`src/rtl/universal_modulo_counter.sv`:
```
// Programmable-modulus up/down counter with wrap/saturate modes and registered boundary pulses.
// Optional prescaler on the count enable is compiled in when UMC_PRESCALE_EN is defined.
module universal_modulo_counter #(
  parameter int WIDTH    = 8,
  parameter int STEP_W   = 4,
  parameter int PRESCALE = 4
) (
  input  logic              clk,
  input  logic              reset,
  input  logic              en,
  input  logic              up,
  input  logic              sat,
  input  logic              load,
  input  logic              sys_clr,
  input  logic [WIDTH-1:0]  d,
  input  logic [WIDTH-1:0]  limit,
  input  logic [STEP_W-1:0] step,
  output logic [WIDTH-1:0]  q,
  output logic              max_tick,
  output logic              min_tick,
  output logic              wrap_pulse,
  output logic              sat_pulse
);

  localparam logic [WIDTH:0] ONE_X = (WIDTH+1)'(1);

  if (WIDTH < 2 || STEP_W > WIDTH || PRESCALE < 1) begin : g_bad_params
    $error("universal_modulo_counter: illegal parameter combination");
  end

  logic [WIDTH-1:0] r_q;
  logic             r_wrap;
  logic             r_sat;

  logic [WIDTH-1:0] w_step_ext;
  logic [WIDTH-1:0] w_s;
  logic [WIDTH:0]   w_q_x;
  logic [WIDTH:0]   w_s_x;
  logic [WIDTH:0]   w_lim_x;
  logic [WIDTH:0]   w_sum;
  logic [WIDTH-1:0] w_up_wrap;
  logic [WIDTH-1:0] w_dn_wrap;
  logic             w_count;
  logic [WIDTH-1:0] w_q_next;
  logic             w_wrap_next;
  logic             w_sat_next;

  // Clamping the step to limit guarantees one subtraction/addition of (limit+1) lands in range.
  assign w_step_ext = WIDTH'(step);
  assign w_s        = (w_step_ext > limit) ? limit : w_step_ext;
  assign w_q_x      = {1'b0, r_q};
  assign w_s_x      = {1'b0, w_s};
  assign w_lim_x    = {1'b0, limit};
  assign w_sum      = w_q_x + w_s_x;
  assign w_up_wrap  = WIDTH'(w_sum - (w_lim_x + ONE_X));
  assign w_dn_wrap  = WIDTH'(w_q_x + w_lim_x + ONE_X - w_s_x);

`ifdef UMC_PRESCALE_EN
  localparam int              PS_W    = (PRESCALE > 1) ? $clog2(PRESCALE) : 1;
  localparam logic [PS_W-1:0] PS_LAST = PS_W'(PRESCALE - 1);

  logic [PS_W-1:0] r_ps;

  assign w_count = en && (r_ps == PS_LAST);

  // Prescaler advances only on enabled cycles, so dropping en pauses it in place.
  always_ff @(posedge clk or posedge reset) begin
    if (reset)                r_ps <= '0;
    else if (sys_clr || load) r_ps <= '0;
    else if (en)              r_ps <= (r_ps == PS_LAST) ? '0 : r_ps + 1'b1;
  end
`else
  assign w_count = en;
`endif

  always_comb begin
    // NOTE: every variable gets a default first so no path leaves it unassigned (no latch).
    w_q_next    = r_q;
    w_wrap_next = 1'b0;
    w_sat_next  = 1'b0;
    if (sys_clr) begin
      w_q_next = '0;
    end else if (load) begin
      w_q_next = (d > limit) ? limit : d;
    end else if (r_q > limit) begin
      w_q_next = limit;
    end else if (w_count && (w_s != '0)) begin
      if (up) begin
        if (w_sum <= w_lim_x) begin
          w_q_next = w_sum[WIDTH-1:0];
        end else if (sat) begin
          w_q_next   = limit;
          w_sat_next = 1'b1;
        end else begin
          w_q_next    = w_up_wrap;
          w_wrap_next = 1'b1;
        end
      end else begin
        if (w_s <= r_q) begin
          w_q_next = r_q - w_s;
        end else if (sat) begin
          w_q_next   = '0;
          w_sat_next = 1'b1;
        end else begin
          w_q_next    = w_dn_wrap;
          w_wrap_next = 1'b1;
        end
      end
    end
  end

  // NOTE: state registers use non-blocking assignments so all of them update from pre-edge values.
  always_ff @(posedge clk or posedge reset) begin
    if (reset) begin
      r_q    <= '0;
      r_wrap <= 1'b0;
      r_sat  <= 1'b0;
    end else begin
      r_q    <= w_q_next;
      r_wrap <= w_wrap_next;
      r_sat  <= w_sat_next;
    end
  end

  assign q          = r_q;
  assign wrap_pulse = r_wrap;
  assign sat_pulse  = r_sat;
  assign max_tick   = (r_q == limit);
  assign min_tick   = (r_q == '0);

endmodule

```
`config.mk`:
```
export PLATFORM = sky130hd
export DESIGN_NAME = universal_modulo_counter
export DESIGN_NICKNAME = d
export VERILOG_FILES = /design/src/rtl/universal_modulo_counter.sv
export SDC_FILE = /design/constraint.sdc
export NUM_CORES = 1
export LEC_CHECK = 0
export CAP_MARGIN = 25
export CORE_MARGIN = 5
export CORE_UTILIZATION = 63
export DETAILED_ROUTE_END_ITERATION = 12
export PLACE_DENSITY = 0.95
export SETUP_SLACK_MARGIN = 0.02
export SYNTH_ARGS = -nofsm -noshare
export SYNTH_HDL_FRONTEND = slang
export SYNTH_SLANG_ARGS = --single-unit
```
`constraint.sdc`:
```
create_clock -name clk -period 8.5 [get_ports clk]
set_input_delay 0.85 -clock clk [delete_from_list [all_inputs] [get_ports clk]]
set_output_delay 0.85 -clock clk [all_outputs]
set_load 0.01 [all_outputs]
```
==> results.txt <==
For the vias after detailed routing, the log shows 3519. For the final routed database, the setup TNS stands at 0 ns. Among all flip-flop cells after synthesis, the most frequent one is sky130_fd_sc_hd__dfrtp_1.

The tools report the category of the worst setup path launch point as an input pin. The minimum setup slack among reg-to-reg paths is 4.02 ns, and the transition time of the tightest slew-check pin is 0.8177 ns. Post-detailed-placement half-perimeter wirelength: 8783 um. Setup slack closes at 1.926 ns. Each instance of the synthesized netlist takes up on average 7.902 um^2.

The full die area is 6749 um^2. The longest clock path from root to sink contains 2 buffers. The post-detailed-route via-to-cell ratio works out to 6.793. Port buffering added 38 buffers. 39 I/O pins were placed.

At the worst endpoint, the required time is 8.61 ns. The worst register-to-register path begins at q[1]. In the finished design, the share of the clock period the worst path needs comes to 77.34%. The clock network accounts for 4.9% of the total power. The startpoint of the worst hold path is q[0]. The analysis attributes to net switching a power of 0.0005366 W. Timing would allow up to 152.1 MHz. The maximum number of pins on one net before global-route repair is 16, and the final critical delay including setup and external delays is 6.574 ns.

The pre-antenna-repair detailed-routing pass consisted of 5 iterations. Power spread over the standard cell area amounts to 263.8 nW/um^2. Wires add up to 10740 um.

The tools report the endpoint class of the critical path as a flip-flop. Clock latency on the worst-skew pair, taken at its later pin, is 0.23 ns. In this run the tightest slew margin relative to its limit is 45.07%. The total count of max-transition violations in the final report is 0. Global routing finished with a remaining overflow of 0.

Setup violations remaining at the end of the flow were counted as 0. Highest-delay cell along the critical path: sky130_fd_sc_hd__clkdlybuf4s50_1. In the synthesized netlist the async set-or-reset flop fraction comes to 100.0%.

Combinational logic burns 85.7% of the power. The largest single stage delay on the critical path is 0.57 ns. The average wire per cell in the routed design is 20.74 um. For this design the static power due to leakage is 1.698 nW. The tools report the number of sinks driven by the clock tree as 10. After synthesis, the cell types taking the most area are sky130_fd_sc_hd__ha_1, sky130_fd_sc_hd__dfrtp_1, sky130_fd_sc_hd__a21oi_1. Before CTS, the worst setup slack after placement is 1.828 ns.

Clock tree synthesis inserted a total of 3 buffers. The biggest area contributor in the post-synthesis netlist is sky130_fd_sc_hd__ha_1. On the final layout, the worst clock skew is 0.003569 ns. Buffers added to address setup during post-CTS repair amount to 0. TritonCTS built the clock tree.

The share of synthesized area occupied by flip-flops and latches is 7.631%, and the power share of the sequential group is 9.5%. VDD sags by at most 0.1851 mV. The critical path goes through clkdlybuf4s50_1 -> inv_1 -> ha_1 -> o21ai_0 -> a21oi_1 -> o21bai_1 -> o21ai_0 -> ha_1 -> inv_1 -> fa_1 -> nor2b_1 -> o211ai_1 -> a311oi_1 -> ha_1 -> a211oi_1 -> o21ai_0 -> o2111ai_2 -> a211oi_4 -> o21a_1 -> a211o_1 -> a221o_1. Net switching is 54.54% of the power. Buffers inserted to repair hold after CTS numbered 0.

The tools report the endpoint of the worst register-to-register path as q[6]. After detailed routing, the number of remaining DRC violations is 0. The number of synthesized flops with an enable pin is 0, and the area fraction of the dominant cell type after synthesis is 22.13%.

The flow ran to the end, and the final reports show no timing, DRC or antenna violations. The setup path with the least slack is of type input pin to flip-flop. The design internal power came out at 0.0004472 W. The clock transition time at the flip-flop clock pins of the worst setup and hold paths works out to 0.05 ns. During synthesis, Yosys emitted a total of 0 warnings. The number of rows created at floorplan was 26; the initial antenna violation count was 0. The number of nets still failing antenna checks after routing came out at 0. The number of antenna diodes in the final layout is 0. Total power for the finished layout comes to 0.0009838 W.

The first routing iteration left 433 violations. The count of unique library cells instantiated by Yosys is 75. The tools report the number of max-cap violations as 0. The tools report the number of global-route vias before repair as 3379.

The worst register-to-register path has a depth of 13. For this configuration, the core starts out at a cell density of 64.62%. After floorplanning, the core was sized to cover 5075 um^2. The first global-routing pass estimated 17020 um of wire. For the post-cts sizing count, the log shows 0. The path with the worst hold slack has its endpoint at q[0]. In this run, synthesis produced a sequential element count of 10. Setup repair after global routing left no endpoint under its margin. The logs give 3279 um^2 for the post-synthesis instance area and 415 for the instance count of the mapped netlist. Number of hold-slack violations in the final timing report: 0.

For the maximum level of the CTS H-tree, the log shows 1. The buffer cell driving the clock tree root was sky130_fd_sc_hd__clkbuf_8. After the last flow step, the layout net total stands at 542. Along the worst path, the maximum fanout reaches 9. From left edge to right edge, the die measures 82.15 um.

From bottom edge to top edge, the die measures 82.15 um. In this run the worst hold path is classified as flip-flop to flip-flop. The tools report the data arrival time at the worst-slack endpoint as 6.69 ns. The post-synthesis to final-layout area growth was 13.74%; the total global routing track utilization was 33.20%. Cells with a size suffix above 1 make up 6.250% of the layout. At the end of routability-driven placement, the weighted congestion stood at 1.011. The number of instances on the worst hold path was 2.
==> per-layer routing <==
metal	vias to the layer above	GRT usage [%]	share of wire [%]
met5	-	0	0
met4	0	19.93	6.4
met3	56	5.315	9.4
met2	201	53.47	45
met1	1642	41.49	39
li1	1620	-	-
==> critical path: cells and delay by family <==
kind | cells | cell delay (ns)
buffers and inverters | 3 | 0.82
and+or+nand+nor | 1 | 0.26
AOI/OAI and AO/OA | 13 | 3.35
adders and majority gates | 4 | 1.39
==> logic make-up after synthesis <==
group	after synthesis	share of synthesized area, %
flip-flops	10	7.631
buffers and inverters	52	6.829
AND/OR/NAND/NOR	122	20.72
multiplexers	11	3.472
AO/OA/AOI/OAI	135	29.91
other	2	0.2290
XOR/XNOR	18	4.808
adder cells (fa/ha/maj)	65	26.40
==> registers in the layout, indices dropped and copies added (netlist names) <==
register and count:
q 8, sat_pulse 1, wrap_pulse 1
==> stage by stage <==
step	instance area (um^2)	utilization [%]	std cells	hold WS (ns)
after floorplan	3302	-	421	0.6153
after global placement	3689	72.68	515	0.6673
after detailed placement	3689	72.68	515	0.6676
after CTS	3730	73.50	518	0.6742
after global routing	3730	73.50	518	0.7132
final	3730	73.50	518	0.6847
==> layout by cell type, fill, tap and decap left out, drive strengths merged, types with 8 or more instances in the layout <==
| cell | netlist | layout |
|---|---|---|
| a211oi | 9 | 9 |
| a21oi | 32 | 32 |
| clkdlybuf4s50 | 1 | 38 |
| conb | 2 | 8 |
| dfrtp | 10 | 10 |
| ha | 58 | 58 |
| inv | 37 | 37 |
| mux2i | 8 | 8 |
| nand2 | 22 | 22 |
| nand3 | 8 | 8 |
| nor2 | 27 | 27 |
| nor4 | 8 | 8 |
| o211ai | 8 | 8 |
| o21a | 8 | 8 |
| o21ai | 21 | 21 |
| or2 | 8 | 8 |
| xnor2 | 15 | 15 |
==> power groups by stage <==
stage | combinational [W] | clock [W] | sequential (W)
4_1_cts | 0.000820 | 0.0000474 | 0.0000914
3_5_place_dp | 0.000815 | 0 | 0.0000922
3_3_place_gp | 0.000795 | 0 | 0.0000921
2_1_floorplan | 0.000614 | 0 | 0.0000861
5_1_grt | 0.000917 | 0.0000490 | 0.0000953
6_report | 0.000843 | 0.0000481 | 0.0000930
==> layout make-up <==
type / instances / area [um^2]
timing repair buffer: 38 / 380.4
fill: 434 / 1345
sequential: 10 / 250.2
inverter: 38 / 142.6
tap: 70 / 87.58
multi-input combinational: 359 / 2828
clock buffer: 3 / 41.29
==> worst max-delay path by stage <==
stage / from / endpoint / slack (ns) / depth (start not counted)
after global routing: limit[2] / q[0] / 1.53 / 22
after floorplan: limit[1] / q[6] / 3.10 / 20
after detailed placement: limit[3] / q[6] / 1.83 / 21
final: limit[3] / q[6] / 1.93 / 21
after CTS: limit[3] / q[6] / 2.05 / 21
after global placement: limit[2] / q[6] / 2.10 / 22
==> Yosys cell counts, drive strengths merged (3+ instances only) <==
| cell type | count |
|---|---|
| a21o | 6 |
| a221oi | 3 |
| dfrtp | 10 |
| clkbuf | 6 |
| nand2 | 22 |
| fa | 7 |
| a211o | 4 |
| o2111ai | 5 |
| and3 | 4 |
| a21oi | 32 |
| mux2 | 3 |
| ha | 58 |
| a31oi | 3 |
| or3 | 4 |
| nand2b | 7 |
| mux2i | 8 |
| nand3b | 3 |
| nand4 | 7 |
| or2 | 8 |
| nor4 | 8 |
| o31ai | 6 |
| nor2b | 7 |
| a211oi | 9 |
| o221ai | 4 |
| a311oi | 3 |
| nor3 | 7 |
| a22o | 4 |
| xnor2 | 15 |
| o211ai | 8 |
| xor2 | 3 |
| buf | 7 |
| nand3 | 8 |
| o21a | 8 |
| o21bai | 4 |
| inv | 37 |
| o21ai | 21 |
| nor2 | 27 |
(Power assumes the default switching activity.)
